<file path="src/rtl/param_sync_updown_cntr_pkg.sv">
// Shared counter definitions: direction encoding used by every up/down counter in the tree.
package param_sync_updown_cntr_pkg;
  localparam logic CNT_UP = 1'b1;
  localparam logic CNT_DN = 1'b0;
endpackage

</file>
<file path="src/rtl/param_sync_updown_cntr_t_ff.sv">
// Single T flip-flop: q toggles on a rising clk edge when t is high, async active-low clear.
module param_sync_updown_cntr_t_ff (
  input  logic clk,
  input  logic rstn,
  input  logic t,
  output logic q
);
  always_ff @(posedge clk or negedge rstn) begin
    if (!rstn)  q <= 1'b0;
    else if (t) q <= ~q;
  end
endmodule

</file>
<file path="src/rtl/param_sync_updown_cntr.sv">
// Modulo-MODULUS up/down counter built from T flip-flops; carry/borrow output for cascading.
module param_sync_updown_cntr
  import param_sync_updown_cntr_pkg::*;
#(
  parameter int WIDTH   = 4,
  parameter int MODULUS = 16
) (
  input  logic             clk,
  input  logic             rstn,
  input  logic             cnt_en,
  input  logic             up_dn,
  input  logic             clr,
  input  logic             load,
  input  logic [WIDTH-1:0] load_val,
  output logic [WIDTH-1:0] count,
  output logic             carry,
  output logic [WIDTH-1:0] T_in
);
  localparam logic [WIDTH-1:0] MAX_V = WIDTH'(MODULUS - 1);
  localparam logic [WIDTH:0]   MOD_V = (WIDTH+1)'(MODULUS);

  generate
    if (MODULUS < 2 || longint'(MODULUS) > (longint'(1) << WIDTH)) begin : g_bad_modulus
      $error("param_sync_updown_cntr: MODULUS must satisfy 2 <= MODULUS <= 2**WIDTH");
    end
  endgenerate

  logic             at_max, at_zero;
  logic [WIDTH-1:0] count_next;

  assign at_max  = (count == MAX_V);
  assign at_zero = (count == '0);

  // Carry is a pure terminal-count decode; clr/load do not mask it.
  assign carry = cnt_en & ((up_dn == CNT_UP) ? at_max : at_zero);

  always_comb begin
    count_next = count;
    if (clr)
      count_next = '0;
    else if (load)
      count_next = ({1'b0, load_val} < MOD_V) ? load_val : MAX_V;
    else if (cnt_en) begin
      if (up_dn == CNT_UP) count_next = at_max  ? '0    : count + WIDTH'(1);
      else                 count_next = at_zero ? MAX_V : count - WIDTH'(1);
    end
  end

  // The state lives in the T flip-flops, so the toggle vector is the next-state function.
  assign T_in = count ^ count_next;

  generate
    for (genvar i = 0; i < WIDTH; i++) begin : g_bit
      param_sync_updown_cntr_t_ff u_tff (
        .clk  (clk),
        .rstn (rstn),
        .t    (T_in[i]),
        .q    (count[i])
      );
    end
  endgenerate
endmodule

</file>
<file path="config.mk">
export PLATFORM = sky130hd
export DESIGN_NAME = param_sync_updown_cntr
export DESIGN_NICKNAME = d
export VERILOG_FILES = /design/src/rtl/param_sync_updown_cntr_pkg.sv /design/src/rtl/param_sync_updown_cntr_t_ff.sv /design/src/rtl/param_sync_updown_cntr.sv
export SDC_FILE = /design/constraint.sdc
export NUM_CORES = 1
export LEC_CHECK = 0
export BUFFER_PORTS_ARGS = -buffer_cell sky130_fd_sc_hd__buf_2
export CORE_AREA = 2 2 39 41
export DETAILED_ROUTE_END_ITERATION = 8
export DIE_AREA = 0 0 41 43
export PLACE_DENSITY_LB_ADDON = 0.2
export SKIP_LAST_GASP = 1
export SLEW_MARGIN = 20
export SYNTH_ARGS = -nofsm -noshare
export SYNTH_HDL_FRONTEND = slang
export SYNTH_HIERARCHICAL = 1
export SYNTH_SLANG_ARGS = --single-unit
</file>
<file path="constraint.sdc">
create_clock -name clk -period 1.87 [get_ports clk]
set_input_delay 0.374 -clock clk [delete_from_list [all_inputs] [get_ports clk]]
set_output_delay 0.374 -clock clk [all_outputs]
set_load 0.02 [all_outputs]
</file>
==> impl_metrics.env, run 1 <==
export IMPL_drt_iter0_markers=6
export IMPL_vias=529
export IMPL_rsz0062_at_grt="true"
export IMPL_drt_drc_violations_left=0
export IMPL_cts_tree="built"
export IMPL_worst_slew_pin_slew_ps=291
export IMPL_overflow=0
export IMPL_place_gp_congestion=0.779
export IMPL_clk_latency_ps=240
export IMPL_clock_root_buffer="clkbuf_4"
export IMPL_synth_cells=48
export IMPL_num_io_pins=19
export IMPL_ant_nets=0
export IMPL_maxCapViolations=0
export IMPL_grt_pass1_wl_um=2210
export IMPL_cts_sinks=4
export IMPL_drive_gt1_share_pct=60.2
export IMPL_required_ps=1500
export IMPL_critPathSlowestCell="dfrtp_2"
export IMPL_coreArea_sq_um=1380
export IMPL_cp_start_kind="flip-flop"
export IMPL_fp_dieW_um=41
export IMPL_end_kind="output pin"
export IMPL_portBuffers=18
export IMPL_p_total_mw=1.25
export IMPL_syn_area_sq_um=417
export IMPL_period_share_pct=112
export IMPL_reg_top3="g_bit.u_tff/q x4"
export IMPL_cts_max_level=1
export IMPL_wire_per_inst_um=12.6
export IMPL_cts_buffers_inserted=3
export IMPL_initial_core_util_pct=30.1
export IMPL_num_nets_final=102
export IMPL_cp_data_arrival_time_ps=1710
export IMPL_drv_slew=0
export IMPL_violations="setup timing"
export IMPL_max_freq_mhz=479
export IMPL_ir_drop_mv=1.06
export IMPL_dpl_hpwl_um=982
export IMPL_powerDensity_nw_per_um2=1660
export IMPL_rows=14
export IMPL_mostFrequentLayoutCell="buf_4"
export IMPL_clock_skew_ps=7.17
export IMPL_avgSynthCellArea_sq_um=8.68
export IMPL_dieHeight_um=43
export IMPL_largest_reg_flops=4
export IMPL_grt_pass1_vias=534
export IMPL_ys_seq_elements=4
export IMPL_post_layout_nonfiller_instances=104
export IMPL_slowest_delay_ps=420
export IMPL_cp_max_fo=4
export IMPL_die_area_sq_um=1760
export IMPL_diodes=0
export IMPL_setup_viol=4
export IMPL_layout_common_cells="20 x buf_4, 14 x buf_2, 4 x inv_1, 4 x a21oi_1, 4 x xor2_1"
export IMPL_seq_area_frac_synth_pct=24.0
export IMPL_clk_pin_slew_worst_paths_ps=40
export IMPL_placed_cells=93
export IMPL_dr_pass1_iters=4
export IMPL_cpMostUsedCell="buf_4"
export IMPL_slew_headroom_pct=80.6
export IMPL_ys_types=29
export IMPL_hold_ws_ps=475
export IMPL_max_clock_path_buffers=2
export IMPL_p_leak_nw=0.374
export IMPL_setup_ws_ps=-218
export IMPL_grt_usage_pct=19.0
export IMPL_antenna_found_initial=0
export IMPL_hold_violations=0
export IMPL_wirelength_um=1310
export IMPL_grt_max_degree=9
export IMPL_crit_chain="ha_2, buf_4, mux2_2, a32oi_2, o22ai_2, buf_4"
export IMPL_dp_slack_ps=-30.4
export IMPL_area_growth_synth_to_final_pct=81.1
export IMPL_outcome="complete, but fails checks"
export IMPL_fillCellCount=151
export IMPL_min_period_ps=2090
export IMPL_critical_path_class="reg -> out"
export IMPL_avgViaCountPerCell=5.09
export IMPL_synth_nets=60
export IMPL_regMostFlops="g_bit.u_tff/q"
export IMPL_hold_class="in -> async"
export IMPL_ys_warn_count=6
## layer usage
| layer | part of all wire (%) | track usage [%] | vias up |
|---|---|---|---|
| met5 | 0 | 0 | - |
| met4 | 0 | 8.00 | 0 |
| met3 | 4.3 | 6.28 | 0 |
| met2 | 58 | 31.3 | 13 |
| met1 | 38 | 21.1 | 256 |
| li1 | - | - | 260 |
## worst max-delay path: cells and delay by family, from the launching register on
family          cells  cell delay, ps
mux                 1             270
buf+inv             2             300
compound gates      2             290
fa+ha+maj           1             210
flops               1             420
## synthesized netlist by cell type
| cell | number | area (sq um) |
|---|---|---|
| o41a_1 | 1 | 11.3 |
| xor2_1 | 4 | 35.0 |
| o21ai_0 | 2 | 10.0 |
| a32oi_1 | 1 | 8.76 |
| a21oi_1 | 4 | 20.0 |
| nand3_1 | 1 | 5.00 |
| nor4bb_1 | 1 | 10.0 |
| a221oi_1 | 1 | 8.76 |
| nor2b_1 | 2 | 12.5 |
| nor2_1 | 1 | 3.75 |
| nand4_1 | 2 | 12.5 |
| ha_1 | 2 | 25.0 |
| and4_1 | 1 | 8.76 |
| a21boi_0 | 1 | 7.51 |
| xnor2_1 | 1 | 8.76 |
| nand3b_1 | 1 | 7.51 |
| a22oi_1 | 2 | 15.0 |
| or3_1 | 1 | 6.26 |
| buf_6 | 1 | 11.3 |
| dfrtp_1 | 4 | 100 |
| nand2_1 | 1 | 3.75 |
| o22ai_1 | 1 | 6.26 |
| a211o_2 | 1 | 10.0 |
| o21bai_1 | 1 | 7.51 |
| inv_1 | 6 | 22.5 |
| nor3_1 | 1 | 5.00 |
| nand4b_1 | 1 | 8.76 |
| nor2b_4 | 1 | 13.8 |
| mux2_2 | 1 | 11.3 |
## final cells by class
type | instances | area, sq um | area share, %
Clock buffer | 3 | 22.5 | 2.99
Inverter | 6 | 22.5 | 2.99
Multi-Input combinational cell | 37 | 323 | 42.8
Sequential cell | 4 | 103 | 13.6
Tap cell | 16 | 20.0 | 2.65
Timing Repair Buffer | 38 | 264 | 35.0
## final timing paths
kind | start | to | slack [ps] | cells past startpoint
worst max-delay path | g_bit[0].u_tff/q | T_in[2] | -220 | 6
worst min-delay path | rstn | g_bit[3].u_tff/q | 480 | 2
worst max register to register | g_bit[0].u_tff/q | g_bit[1].u_tff/q | 100 | 8
worst min register to register | g_bit[1].u_tff/q | g_bit[1].u_tff/q | 620 | 2
min in group clk | g_bit[1].u_tff/q | g_bit[1].u_tff/q | 620 | 2
max in group asynchronous | rstn | g_bit[1].u_tff/q | 1250 | 2
## cell families after synthesis
kind of cell	share of synthesized area [%]
buffers and inverters	8.11
adders and majority gates	6.01
muxes	2.70
and+or+nand+nor	23.4
DFF	24.0
AOI/OAI and AO/OA	25.2
xor gates and xnor gates	10.5
## stage by stage
step	TNS, ps	utilization, %	instance area [sq um]
detailed placement	-30.4	45.4	628
global route	-1020	54.5	754
floorplan	-6.23	-	439
finish	-607	54.5	754
global placement	-17.3	45.4	628
CTS	-564	53.0	733
## timing repair
action | CTS | global route
buffers inserted | 6 | 1
hold endpoints to repair | 4 | 0
cloned | 0 | 0
pin swaps | 6 | 3
resized for setup | 11 | 2
hold buffers | 1 | 0
endpoints found under the setup margin | 4 | 4
## report_power, final
part | internal [mW] | switching [mW]
clock network | 0.0718 | 0.0355
registers | 0.141 | 0.0527
logic | 0.508 | 0.445
No activity file was read; power rests on OpenSTA's default activity.
==> run 2: changes to the inputs <==
--- a/config.mk
+++ b/config.mk
@@ -5,11 +5,12 @@
 export SDC_FILE = /design/constraint.sdc
 export NUM_CORES = 1
 export LEC_CHECK = 0
+export ABC_CLOCK_PERIOD_IN_PS = 1870
 export BUFFER_PORTS_ARGS = -buffer_cell sky130_fd_sc_hd__buf_2
 export CORE_AREA = 2 2 39 41
 export DETAILED_ROUTE_END_ITERATION = 8
 export DIE_AREA = 0 0 41 43
-export PLACE_DENSITY_LB_ADDON = 0.2
+export REMOVE_ABC_BUFFERS = 1
 export SKIP_LAST_GASP = 1
 export SLEW_MARGIN = 20
 export SYNTH_ARGS = -nofsm -noshare
==> impl_metrics.env, run 2 (synthesis gave the netlist of run 1 again) <==
export IMPL_setup_tns_ps=-657
export IMPL_hold_class="in -> async"
export IMPL_portBuffers=18
export IMPL_grt_pass1_wl_um=2060
export IMPL_met1_usage_pct=21.4
export IMPL_max_clock_path_buffers=2
export IMPL_hold_ws_ps=469
export IMPL_grt_pass1_vias=500
export IMPL_drt_drc_violations_left=0
export IMPL_p_leak_nw=0.365
export IMPL_overflow=0
export IMPL_min_period_ps=2060
export IMPL_area_growth_synth_to_final_pct=83.5
export IMPL_r2r_setup_slack_ps=80
export IMPL_maxCapViolations=0
export IMPL_rows=14
export IMPL_multi_input_area_sq_um=354
export IMPL_fillCellCount=143
export IMPL_clock_root_buffer="clkbuf_4"
export IMPL_cts_max_level=1
export IMPL_dpl_hpwl_um=884
export IMPL_reg_top3="g_bit.u_tff/q x4"
export IMPL_setup_viol=4
export IMPL_vias=515
export IMPL_clk_latency_ps=240
export IMPL_dp_slack_ps=-49.3
export IMPL_cp_start_kind="flip-flop"
export IMPL_wire_per_inst_um=12.8
export IMPL_coreArea_sq_um=1380
export IMPL_setup_ws_ps=-187
export IMPL_required_ps=1500
export IMPL_regArea_sq_um=100
export IMPL_end_kind="output pin"
export IMPL_drt_iter0_markers=6
export IMPL_critical_path_class="reg -> out"
export IMPL_cts_buffers_inserted=3
export IMPL_outcome="complete, but fails checks"
export IMPL_ir_drop_mv=0.872
export IMPL_avgViaCountPerCell=5.15
export IMPL_fp_dieW_um=41
export IMPL_layout_common_cells="14 x buf_2, 13 x buf_4, 6 x buf_6"
export IMPL_cp_max_fo=3
export IMPL_worst_slew_pin_slew_ps=247
export IMPL_num_io_pins=19
export IMPL_p_total_mw=1.35
export IMPL_drive_gt1_share_pct=60.7
export IMPL_fin_util_pct=55.2
export IMPL_placed_cells=92
export IMPL_gr_max_usage_layer="met2"
export IMPL_die_area_sq_um=1760
export IMPL_cts_sinks=4
export IMPL_initial_core_util_pct=30.1
export IMPL_max_freq_mhz=486
export IMPL_violations="setup timing"
export IMPL_grt_met3_usage_pct=4.71
export IMPL_num_nets_final=98
export IMPL_place_gp_congestion=0.750
export IMPL_place_area_sq_um=598
export IMPL_clk_pin_slew_worst_paths_ps=40
export IMPL_clock_skew_ps=11.1
export IMPL_ant_nets=0
export IMPL_grt_max_degree=10
export IMPL_final_area_sq_um=764
export IMPL_slew_headroom_pct=83.3
export IMPL_powerDensity_nw_per_um2=1770
export IMPL_mostFrequentLayoutCell="buf_2"
export IMPL_diodes=0
export IMPL_drv_slew=0
export IMPL_wirelength_um=1280
export IMPL_period_share_pct=110
export IMPL_largest_reg_flops=4
export IMPL_post_layout_nonfiller_instances=100
export IMPL_dieHeight_um=43
export IMPL_hold_violations=0
export IMPL_regMostFlops="g_bit.u_tff/q"
export IMPL_grt_usage_pct=17.5
export IMPL_cp_data_arrival_time_ps=1680
export IMPL_use_met2_pct=28.1
export IMPL_dr_pass1_iters=2
export IMPL_rsz0062_at_grt="true"
export IMPL_antenna_found_initial=0
export IMPL_cts_tree="built"
run 2: timing repair:
action	CTS	global route
setup endpoints to repair	4	7
pin swaps	10	7
hold endpoints to repair	4	0
hold buffers	1	0
resized for setup	21	4
setup buffers	4	1
run 2: area by class of cell:
type | count | share of cell area (%)
Clock buffer | 3 | 2.95
Inverter | 6 | 2.95
Multi-Input combinational cell | 37 | 46.3
Sequential cell | 4 | 13.1
Tap cell | 16 | 2.62
Timing Repair Buffer | 34 | 32.1
run 2: power breakdown:
group,internal [mW],switching (mW)
Sequential,0.136,0.0728
Clock,0.0719,0.0374
Combinational,0.569,0.467
run 2: metal layers:
| layer | vias to the layer above | routed length [um] |
|---|---|---|
| li1 | 253 | - |
| met2 | 13 | 692 |
| met1 | 247 | 544 |
| met5 | - | 0 |
| met4 | 0 | 8 |
| met3 | 2 | 39 |
run 2: worst max-delay path, cell delays in order, from the launching register on:
cell and delay (ps):
dfrtp_1 410, buf_6 140, ha_4 150, nand4_1 120, a22oi_1 70, or3_1 330
o21ai_2 80, buf_6 140
run 2: final timing paths:
| check | start | end | depth (start not counted) |
|---|---|---|---|
| worst max-delay path | g_bit[0].u_tff/q | T_in[0] | 7 |
| min in group clk | g_bit[3].u_tff/q | g_bit[3].u_tff/q | 1 |
| worst max register to register | g_bit[1].u_tff/q | g_bit[1].u_tff/q | 8 |
| worst min-delay path | rstn | g_bit[3].u_tff/q | 2 |
| max in group asynchronous | rstn | g_bit[1].u_tff/q | 2 |
| worst min register to register | g_bit[3].u_tff/q | g_bit[3].u_tff/q | 1 |
==> run 3: changes to the inputs <==
--- a/config.mk
+++ b/config.mk
@@ -5,7 +5,7 @@
 export SDC_FILE = /design/constraint.sdc
 export NUM_CORES = 1
 export LEC_CHECK = 0
-export ABC_CLOCK_PERIOD_IN_PS = 1870
+export ABC_CLOCK_PERIOD_IN_PS = 2050
 export BUFFER_PORTS_ARGS = -buffer_cell sky130_fd_sc_hd__buf_2
 export CORE_AREA = 2 2 39 41
 export DETAILED_ROUTE_END_ITERATION = 8
==> constraint.sdc (replaced) <==
create_clock -name clk -period 2.05 [get_ports clk]
set_input_delay 0.41 -clock clk [delete_from_list [all_inputs] [get_ports clk]]
set_output_delay 0.41 -clock clk [all_outputs]
set_load 0.02 [all_outputs]
==> impl_metrics.env, run 3 (synthesis gave the netlist of run 1 again) <==
export IMPL_ant_nets=0
export IMPL_area_growth_synth_to_final_pct=63.4
export IMPL_drive_gt1_share_pct=52.6
export IMPL_portBuffers=18
export IMPL_initial_core_util_pct=30.1
export IMPL_setup_ws_ps=-30.6
export IMPL_cts_buffers_inserted=3
export IMPL_grt_max_degree=10
export IMPL_dpl_hpwl_um=838
export IMPL_dp_slack_ps=69.2
export IMPL_dieHeight_um=43
export IMPL_route_met2_wl_um=573
export IMPL_wl_met3_um=46
export IMPL_outcome="complete, but fails checks"
export IMPL_critPathSlowestCell="dfrtp_1"
export IMPL_diodes=0
export IMPL_drt_iter0_markers=7
export IMPL_hold_violations=0
export IMPL_hold_ws_ps=532
export IMPL_powerDensity_nw_per_um2=1600
export IMPL_die_area_sq_um=1760
export IMPL_end_kind="output pin"
export IMPL_regMostFlops="g_bit.u_tff/q"
export IMPL_reg_top3="g_bit.u_tff/q x4"
export IMPL_avgViaCountPerCell=5.15
export IMPL_slew_headroom_pct=79.6
export IMPL_cp_max_fo=4
export IMPL_crit_family="flip-flops"
export IMPL_rows=14
export IMPL_min_period_ps=2080
export IMPL_rsz0062_at_grt="true"
export IMPL_m1WireLength_um=536
export IMPL_hold_class="in -> async"
export IMPL_coreArea_sq_um=1380
export IMPL_setup_viol=2
export IMPL_cts_tree="built"
export IMPL_path_depth=6
export IMPL_grt_pass1_vias=427
export IMPL_cp_data_arrival_time_ps=1670
export IMPL_clk_pin_slew_worst_paths_ps=30
export IMPL_overflow=0
export IMPL_num_io_pins=19
export IMPL_slowest_delay_ps=410
export IMPL_critical_path_class="reg -> out"
export IMPL_largest_reg_flops=4
export IMPL_clock_root_buffer="clkbuf_4"
export IMPL_violations="setup timing"
export IMPL_grt_pass1_wl_um=1750
export IMPL_place_area_sq_um=546
export IMPL_dr_pass1_iters=3
export IMPL_cts_max_level=1
export IMPL_clk_latency_ps=230
export IMPL_max_freq_mhz=481
export IMPL_cts_sinks=4
export IMPL_antenna_found_initial=0
export IMPL_crit_chain="inv_2, ha_4, xnor2_4, nor2b_1, o41a_1, buf_6"
export IMPL_max_clock_path_buffers=2
export IMPL_vias=484
export IMPL_wire_per_inst_um=12.3
export IMPL_required_ps=1640
export IMPL_grt_usage_pct=14.6
export IMPL_top_layer_used="met3"
export IMPL_num_nets_final=92
export IMPL_worst_slew_pin_slew_ps=306
export IMPL_maxCapViolations=0
export IMPL_fin_util_pct=49.2
export IMPL_ir_drop_mv=0.833
export IMPL_wirelength_um=1160
export IMPL_mostFrequentLayoutCell="buf_2"
export IMPL_cp_start_kind="flip-flop"
export IMPL_fp_dieW_um=41
export IMPL_reg2reg_depth=7
export IMPL_drt_drc_violations_left=0
export IMPL_p_total_mw=1.09
export IMPL_clock_skew_ps=0.320
export IMPL_period_share_pct=101
export IMPL_final_area_sq_um=681
export IMPL_drv_slew=0
export IMPL_p_leak_nw=0.325
export IMPL_layout_common_cells="15 x buf_2, 9 x buf_4"
export IMPL_place_gp_congestion=0.806
export IMPL_cp_num_buf_inv=2
==> run 3: changes by cell type in the layout (fill, tap and decap cells not counted), sizes merged <==
cell and delta:
buf -6
==> run 3: worst paths after layout <==
path	end	slack, ps	start
min in group clk	g_bit[2].u_tff/q	580	clr
max in group asynchronous	g_bit[1].u_tff/q	1400	rstn
setup reg to reg	g_bit[1].u_tff/q	350	g_bit[0].u_tff/q
hold reg to reg	g_bit[3].u_tff/q	600	g_bit[3].u_tff/q
hold / removal	g_bit[3].u_tff/q	530	rstn
setup / recovery	T_in[1]	-30	g_bit[0].u_tff/q
==> run 3: what timing repair did <==
action,in CTS,in global routing
hold buffers,1,0
hold endpoints to repair,4,0
pin swaps,6,0
endpoints found under the setup margin,4,4
resized for setup,13,4
buffers inserted,4,1
==> run 3: stage by stage <==
stage / setup TNS [ps] / std cells
2_1_floorplan: -7.85 / 47
3_3_place_gp: 0 / 85
3_5_place_dp: 0 / 85
4_1_cts: -43.4 / 93
5_1_grt: -385 / 94
6_report: -49.3 / 94
==> run 3: worst reg2reg max path, stage by stage, from the launching register on <==
cell and delay [ps]:
dfrtp_1 410, inv_2 110, ha_4 220, xnor2_4 160, nor2b_1 60, o41a_1 340
buf_4 150, xor2_1 130
==> run 3: metal layers <==
layer,vias up,global-route usage (%)
li1,245,-
met1,228,18.8
met2,11,22.5
met3,0,4.71
met4,0,4.00
met5,-,0
==> run 3: area by class of cell <==
class	instances	area [sq um]
Inverter	6	22.5
Fill cell	143	703
Sequential cell	4	100
Multi-Input combinational cell	37	329
Timing Repair Buffer	28	186
Tap cell	16	20.0
Clock buffer	3	22.5
==> run 3: where the power goes <==
part / switching, mW / internal (mW) / leakage [nW]
clock: 0.0283 / 0.0652 / 0.0138
combinational: 0.379 / 0.425 / 0.264
sequential: 0.0680 / 0.124 / 0.0466
